[src/rtl/instr_encoder.sv]
// instr_encoder: assembles symbolic RV32I requests (ADDI/XORI/ORI/ANDI,
// ADD/XOR/OR/AND, LW, SW, BNE) into 32-bit machine words and writes them
// sequentially into instruction memory through one write port.
//
// Ports:
//   clk, rst_n            clock, synchronous active-low reset
//   start                 begin a program load (IDLE only)
//   req_valid/req_ready   request handshake
//   req_op/rd/rs1/rs2/imm symbolic instruction fields
//   req_last              final instruction of the program
//   imem_we/addr/wdata    memory write port, imem_ready accepts the write
//   busy, done, count     load status, done pulses once at completion
//   err                   sticky illegal-op flag
//
// Optional feature: define INSTR_ENCODER_ILLEGAL_FLAG_EN to drop illegal ops
// (11-15) and flag them on err; otherwise they encode as NOP and err is 0.
module instr_encoder #(
  parameter int unsigned ADDR_W    = 8,
  parameter int unsigned BASE_ADDR = 0,
  parameter int unsigned DEPTH     = 4
) (
  input  logic              clk,
  input  logic              rst_n,
  input  logic              start,
  input  logic              req_valid,
  output logic              req_ready,
  input  logic [3:0]        req_op,
  input  logic [4:0]        req_rd,
  input  logic [4:0]        req_rs1,
  input  logic [4:0]        req_rs2,
  input  logic [12:0]       req_imm,
  input  logic              req_last,
  output logic              imem_we,
  output logic [ADDR_W-1:0] imem_addr,
  output logic [31:0]       imem_wdata,
  input  logic              imem_ready,
  output logic              busy,
  output logic              done,
  output logic [ADDR_W:0]   count,
  output logic              err
);

  localparam int unsigned PTR_W = $clog2(DEPTH);
  localparam int unsigned OCC_W = PTR_W + 1;
  localparam logic [ADDR_W:0] COUNT_MAX = {1'b1, {ADDR_W{1'b0}}};

  typedef enum logic [1:0] {IDLE, RUN, FLUSH, DONE} state_t;

  state_t            state;
  logic [31:0]       mem [DEPTH];
  logic [PTR_W-1:0]  wr_ptr, rd_ptr, rd_ptr_next;
  logic [OCC_W-1:0]  occ, occ_after_pop, occ_next, fill_next;
  logic              enc_valid;
  logic [31:0]       enc_word;
  logic              accept, enc_load, push, pop, room_next;
  logic [31:0]       head_next;

  // Standard RV32I encoding of the supported subset; anything else is NOP.
  function automatic logic [31:0] encode(input logic [3:0] op, input logic [4:0] rd,
                                         input logic [4:0] rs1, input logic [4:0] rs2,
                                         input logic [12:0] imm);
    logic [2:0] f3;
    case (op[1:0])
      2'd0:    f3 = 3'b000;
      2'd1:    f3 = 3'b100;
      2'd2:    f3 = 3'b110;
      default: f3 = 3'b111;
    endcase
    case (op)
      4'd0, 4'd1, 4'd2, 4'd3: encode = {imm[11:0], rs1, f3, rd, 7'b0010011};
      4'd4, 4'd5, 4'd6, 4'd7: encode = {7'b0, rs2, rs1, f3, rd, 7'b0110011};
      4'd8:    encode = {imm[11:0], rs1, 3'b010, rd, 7'b0000011};
      4'd9:    encode = {imm[11:5], rs2, rs1, 3'b010, imm[4:0], 7'b0100011};
      4'd10:   encode = {imm[12], imm[10:5], rs2, rs1, 3'b001, imm[4:1], imm[11], 7'b1100011};
      default: encode = 32'h0000_0013;
    endcase
  endfunction

`ifdef INSTR_ENCODER_ILLEGAL_FLAG_EN
  logic illegal;
  assign illegal = (req_op > 4'd10);
`endif

  // FIFO bookkeeping; the encode register counts toward fullness so that
  // req_ready never admits a word that would not fit.
  always_comb begin
    accept = req_valid & req_ready;
`ifdef INSTR_ENCODER_ILLEGAL_FLAG_EN
    enc_load = accept & ~illegal;
`else
    enc_load = accept;
`endif
    push          = enc_valid;
    pop           = imem_we & imem_ready;
    rd_ptr_next   = rd_ptr + PTR_W'(pop);
    occ_after_pop = occ - OCC_W'(pop);
    occ_next      = occ_after_pop + OCC_W'(push);
    fill_next     = occ_next + OCC_W'(enc_load);
    room_next     = (fill_next < OCC_W'(DEPTH));
    // When the pop empties the FIFO, the incoming word becomes the new head.
    head_next     = (occ_after_pop == '0) ? enc_word : mem[rd_ptr_next];
  end

  // FIFO storage
  always_ff @(posedge clk) begin
    if (push) mem[wr_ptr] <= enc_word;
  end

  // Encode stage, FIFO pointers and the registered write port
  always_ff @(posedge clk) begin
    if (!rst_n) begin
      enc_valid  <= 1'b0;
      enc_word   <= '0;
      wr_ptr     <= '0;
      rd_ptr     <= '0;
      occ        <= '0;
      imem_we    <= 1'b0;
      imem_wdata <= '0;
      imem_addr  <= ADDR_W'(BASE_ADDR);
      count      <= '0;
    end else begin
      enc_valid <= enc_load;
      if (enc_load) enc_word <= encode(req_op, req_rd, req_rs1, req_rs2, req_imm);
      if (push) wr_ptr <= wr_ptr + PTR_W'(1);
      rd_ptr  <= rd_ptr_next;
      occ     <= occ_next;
      imem_we <= (occ_next != '0);
      if (occ_next != '0) imem_wdata <= head_next;
      if (state == IDLE && start) begin
        imem_addr <= ADDR_W'(BASE_ADDR);
        count     <= '0;
      end else if (pop) begin
        imem_addr <= imem_addr + ADDR_W'(1);
        if (count != COUNT_MAX) count <= count + (ADDR_W+1)'(1);
      end
    end
  end

  // Load-sequencing FSM with registered status outputs
  always_ff @(posedge clk) begin
    if (!rst_n) begin
      state     <= IDLE;
      req_ready <= 1'b0;
      busy      <= 1'b0;
      done      <= 1'b0;
      err       <= 1'b0;
    end else begin
      case (state)
        IDLE: begin
          done <= 1'b0;
          if (start) begin
            state     <= RUN;
            req_ready <= room_next;
            busy      <= 1'b1;
          end
        end
        RUN: begin
          if (accept && req_last) begin
            state     <= FLUSH;
            req_ready <= 1'b0;
          end else begin
            req_ready <= room_next;
          end
        end
        FLUSH: begin
          if (occ == '0 && !enc_valid) begin
            state <= DONE;
            done  <= 1'b1;
          end
        end
        DONE: begin
          state <= IDLE;
          done  <= 1'b0;
          busy  <= 1'b0;
        end
        default: state <= IDLE;
      endcase
`ifdef INSTR_ENCODER_ILLEGAL_FLAG_EN
      if (state == IDLE && start) err <= 1'b0;
      else if (accept && illegal) err <= 1'b1;
`else
      err <= 1'b0;
`endif
    end
  end

endmodule

[config.mk]
export PLATFORM = sky130hd
export DESIGN_NAME = instr_encoder
export DESIGN_NICKNAME = d
export VERILOG_FILES = /design/src/rtl/instr_encoder.sv
export SDC_FILE = /design/constraint.sdc
export NUM_CORES = 1
export LEC_CHECK = 0
export CAP_MARGIN = 25
export CORE_ASPECT_RATIO = 0.7
export CORE_MARGIN = 1
export CORE_UTILIZATION = 56
export CTS_CLUSTER_SIZE = 28
export DETAILED_ROUTE_END_ITERATION = 7
export HOLD_SLACK_MARGIN = 0.02
export PLACE_DENSITY_LB_ADDON = 0.25
export SYNTH_ARGS = -nofsm -noshare
export SYNTH_HDL_FRONTEND = slang
export SYNTH_SLANG_ARGS = --single-unit
[constraint.sdc]
create_clock -name clk -period 3 [get_ports clk]
set_clock_uncertainty 0.15 [all_clocks]
set_input_delay 0.6 -clock clk [delete_from_list [all_inputs] [get_ports clk]]
set_output_delay 0.6 -clock clk [all_outputs]
set_load 0.05 [all_outputs]
==> metrics, run 1 <==
run status=finished clean; Placer Congestion=0.874; PostCTS Resize Cnt=0; Max-Cap Viols=0; htree depth=1; chip height=105 um; root buf cell=clkbuf_16; most frequent cells after synthesis=edfxtp_1 (116), dfxtp_1 (89), a21oi_1 (87), nor2_1 (44), nand2_1 (42); Synth cell types=52; predominant post-synthesis flop cell=edfxtp_1; Worst-Margin Slew=0.616 ns; Starting Density=0.573; most common cell in the synthesized netlist=edfxtp_1; Max Buffers Root-to-Sink=3; Clock transition at path regs=0.06 ns; die width=149 um; vias=5934; Largest stage delay, worst path=0.51 ns; switch share=0.356; Total Wirelength=19.8 mm; global-route wire length before repair=31.2 mm; Sinks on Clock Net=205; Worst Setup SP=imem_ready; peak supply drop=588 uV; XOR/XNOR share of the synthesized area=0.0226; grt total ovfl=0; synth warn=0; Post-synth EDFFs=116; Max Slew Vio Count=0; initial antenna violation count=0; Finished Layout Cells=980; Final min period=2.68 ns; Cell Rows=37; drt via density=6.06; WHS=0.364 ns; cell count after synthesis=671; Iter 0 DRT Violations=624; crit path DAT=2.90 ns; Ports=92; CP Cell Sequence=clkdlybuf4s50_1, and3b_1, ha_1, inv_1, ha_1, xor3_1, or3_1, buf_4, o21ai_0, a21oi_1; CP startpoint kind=primary input; dpl cells=944; mux share of post-synthesis cell area=0.0837; DRC violations left=0; largest net degree at the start of global routing=33; CTS Buf Count=20; Mapped Avg Cell Area=12.5 um2; # fillers=964; worst skew pair latency=0.49 ns; ant diodes=0; share of total power in the clock network=0.264; Pleak=0.00368 uW; full die area=15500 um2; Detailed Place HPWL=12.3 mm; fraction of layout cells with a size suffix above 1=0.127; largest family of logic cells by synthesized area=compound AO/OA/AOI/OAI gates; area growth from synthesis to layout=23.1%; Flop pwr share=0.368; postcts setup bufs=0; Req. time, crit path=3.21 ns; fin nets=824; synth top area cells=edfxtp_1 (41%), dfxtp_1 (21%), mux4_2 (7.8%), a21oi_1 (5.2%), ha_1 (2.2%); ys async rst share=0; worst hold path class=reg -> reg; peak fanout along the critical path=16; worst rel slew slack=0.589; per-cell routed wire length=20.2 um; CP max stage cell=clkdlybuf4s50_1; setup tns final=0 ns; Internal Power=6110 uW; min-delay src=imem_addr[1]; Gate power share=0.368; number of global-route vias before repair=5831; Pwr Total=9490 uW; multi-input logic area=2880 um2; Core Region=14700 um2; post-synth top area share=0.414; Post-Synth Simple-Gate Area=0.0941; mapped cell area=8410 um2; switching pwr=3380 uW; Compound-Gate Fraction of Synth Area=0.116; Seq cells post-synth=205; Fmax achieved=373 MHz; Final Hold Viols=0; PD cells=916 nW/um2; worst r2r src=occ[0]; post-synthesis adder-cell area fraction=0.0223; RSZ-0062 raised after global routing=false; Tcrit/Tclk final=0.894; CTS tree=built; crit end category=flip-flop; Seq/Total Area, Yosys=0.626; I/O Buffers=88; register area=5270 um2; 1st-pass router iterations=7; GRT Total Usage=0.263; Synth area leader=edfxtp_1; antenna-violating nets left=0; hold buffers post-CTS=0; Final setup viols=0; WS Path Type=in -> reg; most frequent CP cell=ha_1
==> state kept, by name, summed over array words and instances (netlist names), 2 cells and up <==
| name | cells |
|---|---|
| mem | 116 |
| enc_word | 29 |
| imem_wdata | 29 |
| count | 9 |
| imem_addr | 8 |
| occ | 3 |
| rd_ptr | 2 |
| state | 2 |
| wr_ptr | 2 |
==> cells by family after synthesis <==
kind of cell / after synthesis
AND/OR/NAND/NOR: 162
XOR/XNOR: 20
AO/OA/AOI/OAI: 168
multiplexers: 34
other: 1
adder cells (fa/ha/maj): 15
flip-flops: 205
buffers and inverters: 66
==> power groups by stage <==
| stage | combinational, uW | sequential (uW) | clock (uW) |
|---|---|---|---|
| after floorplan | 1750 | 3980 | 0 |
| after global placement | 3340 | 3520 | 0 |
| after detailed placement | 3430 | 3540 | 0 |
| after CTS | 3460 | 3490 | 2540 |
| after global routing | 3710 | 3520 | 2650 |
| final | 3490 | 3490 | 2500 |
==> worst max-delay path, delay by kind of cell <==
kind / cells / cell delay, ns
buf+inv: 3 / 0.79
simple gates: 2 / 0.58
fa+ha+maj: 2 / 0.40
compound gates: 2 / 0.30
xor+xnor: 1 / 0.23
==> routing by layer <==
metal / vias up / global-route usage / share of wire / wire length, um
met2: 303 / 0.414 / 0.46 / 9190
met4: 0 / 0.0663 / 0.017 / 327
met3: 36 / 0.0507 / 0.089 / 1770
met1: 2921 / 0.376 / 0.43 / 8520
met5: - / 0 / 0 / 0
li1: 2674 / - / - / -
==> through the flow <==
step / setup WS, ns / utilization / cell area (um2)
2_1_floorplan: 0.333 / - / 8420
3_3_place_gp: -0.0162 / 0.660 / 9690
3_5_place_dp: -0.138 / 0.660 / 9690
4_1_cts: 0.333 / 0.705 / 10400
5_1_grt: 0.159 / 0.705 / 10400
6_report: 0.318 / 0.705 / 10400
==> cell usage in the layout, fill, tap and decap left out, types with 3 or more instances in the layout <==
| cell | synthesis | layout |
|---|---|---|
| o21ai_0 | 29 | 29 |
| nand3_1 | 18 | 18 |
| clkinv_2 | 0 | 3 |
| mux4_2 | 29 | 29 |
| xor2_1 | 13 | 12 |
| buf_12 | 0 | 7 |
| o221ai_1 | 5 | 5 |
| clkbuf_8 | 0 | 5 |
| nand4_1 | 9 | 9 |
| clkdlybuf4s50_1 | 0 | 88 |
| and3_1 | 8 | 8 |
| conb_1 | 1 | 3 |
| xnor2_1 | 6 | 6 |
| o21bai_1 | 4 | 4 |
| inv_1 | 19 | 19 |
| dfxtp_1 | 89 | 89 |
| ha_1 | 15 | 14 |
| o21ai_1 | 10 | 10 |
| clkbuf_16 | 0 | 21 |
| nor4b_1 | 3 | 3 |
| a22oi_1 | 13 | 13 |
| a21oi_1 | 87 | 87 |
| edfxtp_1 | 116 | 116 |
| nand2_1 | 42 | 42 |
| a211oi_1 | 3 | 3 |
| a221oi_1 | 6 | 6 |
| and2_1 | 11 | 11 |
| nor2_1 | 44 | 44 |
| buf_4 | 4 | 27 |
| nor3_1 | 5 | 4 |
| nand2b_1 | 11 | 11 |
| mux2i_1 | 4 | 4 |
| clkbuf_1 | 28 | 4 |
==> path summary, 6_finish.rpt <==
path	endpoint	slack (ns)	cells past startpoint
max reg2reg	imem_wdata[14]	0.52	9
min	imem_addr[1]	0.36	2
max	imem_wdata[14]	0.32	10
min reg2reg	imem_addr[1]	0.36	2
==> area by class of cell <==
class                      instances  share of cell area
clock inverter                     6             0.00544
inverter                          20             0.00725
clock buffer                      30              0.0589
timing repair buffer             122               0.118
multi-input combinational        402               0.278
sequential                       205               0.509
tap                              195              0.0236
Note: power is estimated with default switching activity, not from simulation.
==> run 2: changes to the inputs <==
--- a/config.mk
+++ b/config.mk
@@ -13,6 +13,8 @@
 export DETAILED_ROUTE_END_ITERATION = 7
 export HOLD_SLACK_MARGIN = 0.02
 export PLACE_DENSITY_LB_ADDON = 0.25
+export RECOVER_POWER = 50
 export SYNTH_ARGS = -nofsm -noshare
 export SYNTH_HDL_FRONTEND = slang
 export SYNTH_SLANG_ARGS = --single-unit
+export TNS_END_PERCENT = 20
==> metrics, run 2 (synthesis gave the netlist of run 1 again) <==
Max Slew Vio Count=25; PD cells=917 nW/um2; fin nets=824; Core Region=14700 um2; most frequent cells in the layout=edfxtp_1 (116), dfxtp_1 (89), a21oi_1 (87); Fmax achieved=372 MHz; Placer Congestion=0.874; crit path DAT=2.90 ns; worst rel slew slack=-0.0154; PostCTS Resize Cnt=0; Biggest register=mem; Largest register FFs=116; Max Buffers Root-to-Sink=3; Sinks on Clock Net=205; global-route wire length before repair=31.2 mm; R2R cell count=9; GRT Total Usage=0.263; vias=5941; largest net degree at the start of global routing=33; RSZ-0062 raised after global routing=false; Req. time, crit path=3.21 ns; DRC violations left=0; Critical Path End=imem_wdata[14]; full die area=15500 um2; Worst Setup SP=imem_ready; CP startpoint kind=primary input; fraction of layout cells with a size suffix above 1=0.125; htree depth=1; drt via density=6.06; chip height=105 um; Worst-Margin Slew=1.52 ns; Starting Density=0.573; ant diodes=0; antenna-violating nets left=0; post-layout util=0.704; worst skew pair latency=0.49 ns; Ports=92; Final min period=2.69 ns; die width=149 um; number of global-route vias before repair=5831; run status=finished with violations; Max-Cap Viols=1; Detailed Place HPWL=12.3 mm; peak supply drop=596 uV; worst hold path class=reg -> reg; root buf cell=clkbuf_16; setup tns final=0 ns; Cell Rows=37; hold buffers post-CTS=0; CTS Buf Count=20; most common cell after layout, fill and taps aside=edfxtp_1; worst r2r src=occ[0]; I/O Buffers=88; grt total ovfl=0; Critical R2R Capture=imem_wdata[14]; crit end category=flip-flop; Top Registers=mem x116, enc_word x29, imem_wdata x29; Final Hold Viols=0; r2r setup slk=0.52 ns; 1st-pass router iterations=5; Total Wirelength=19.8 mm; initial antenna violation count=0; Iter 0 DRT Violations=573; area growth from synthesis to layout=22.8%; Pleak=0.00367 uW; Hold Path Stages=2; CTS tree=built; Tcrit/Tclk final=0.895; postcts setup bufs=0; peak fanout along the critical path=16; per-cell routed wire length=20.2 um; Final setup viols=0; failing checks=max-capacitance violations, max-slew violations; Clock transition at path regs=0.06 ns; WS Path Type=in -> reg; WHS=0.364 ns
==> run 2: changes by cell type in the layout (fill, tap and decap cells not counted) <==
cell and delta:
clkbuf_1 +2, and2_1 -2, buf_4 -6, dlygate4sd3_1 +3
clkbuf_2 +4, and2_0 +2, clkdlybuf4s50_1 -3
==> run 2: routing by layer <==
metal | track usage | part of all wire | vias up
li1 | - | - | 2673
met1 | 0.376 | 0.43 | 2922
met2 | 0.414 | 0.46 | 306
met3 | 0.0507 | 0.089 | 40
met4 | 0.0663 | 0.017 | 0
met5 | 0 | 0 | -
==> run 2: through the flow <==
step	cell area (um2)	setup WS (ns)	power (uW)	cells
after floorplan	8420	0.333	5730	673
after global placement	9690	-0.0162	6860	944
after detailed placement	9690	-0.138	6970	944
after CTS	10400	0.333	9490	980
after global routing	10300	0.159	9880	980
final	10300	0.315	9480	980
==> run 2: final cells by class <==
cell class                      count  area (um2)
Clock buffer                       30         609
Clock inverter                      6        56.3
Fill cell                         972        4340
Inverter                           20        75.1
Multi-Input combinational cell    402        2880
Sequential cell                   205        5270
Tap cell                          195         244
Timing Repair Buffer              122        1210
==> run 2: how the worst min path moves through the flow <==
stage                   start             end
6_report         imem_addr[1]    imem_addr[1]
5_1_grt          imem_addr[1]    imem_addr[1]
4_1_cts        imem_wdata[30]  imem_wdata[30]
3_5_place_dp             busy            busy
3_3_place_gp     imem_addr[1]    imem_addr[1]
2_1_floorplan    enc_word[12]    enc_word[12]
==> run 2: where the power goes <==
part	internal [uW]	total (uW)	switching, uW	leakage (uW)
sequential	3270	3490	221	0.00177
combinational	1340	3480	2140	0.00156
clock	1490	2500	1010	0.000327
total	6100	9480	3370	0.00367
==> run 2: critical path, stage by stage <==
cell and delay (ns):
clkdlybuf4s50_1 0.51, and3b_1 0.22, ha_1 0.26, inv_1 0.06
ha_1 0.14, xor3_1 0.23, or3_1 0.36, buf_4 0.22
o21ai_0 0.21, a21oi_1 0.09
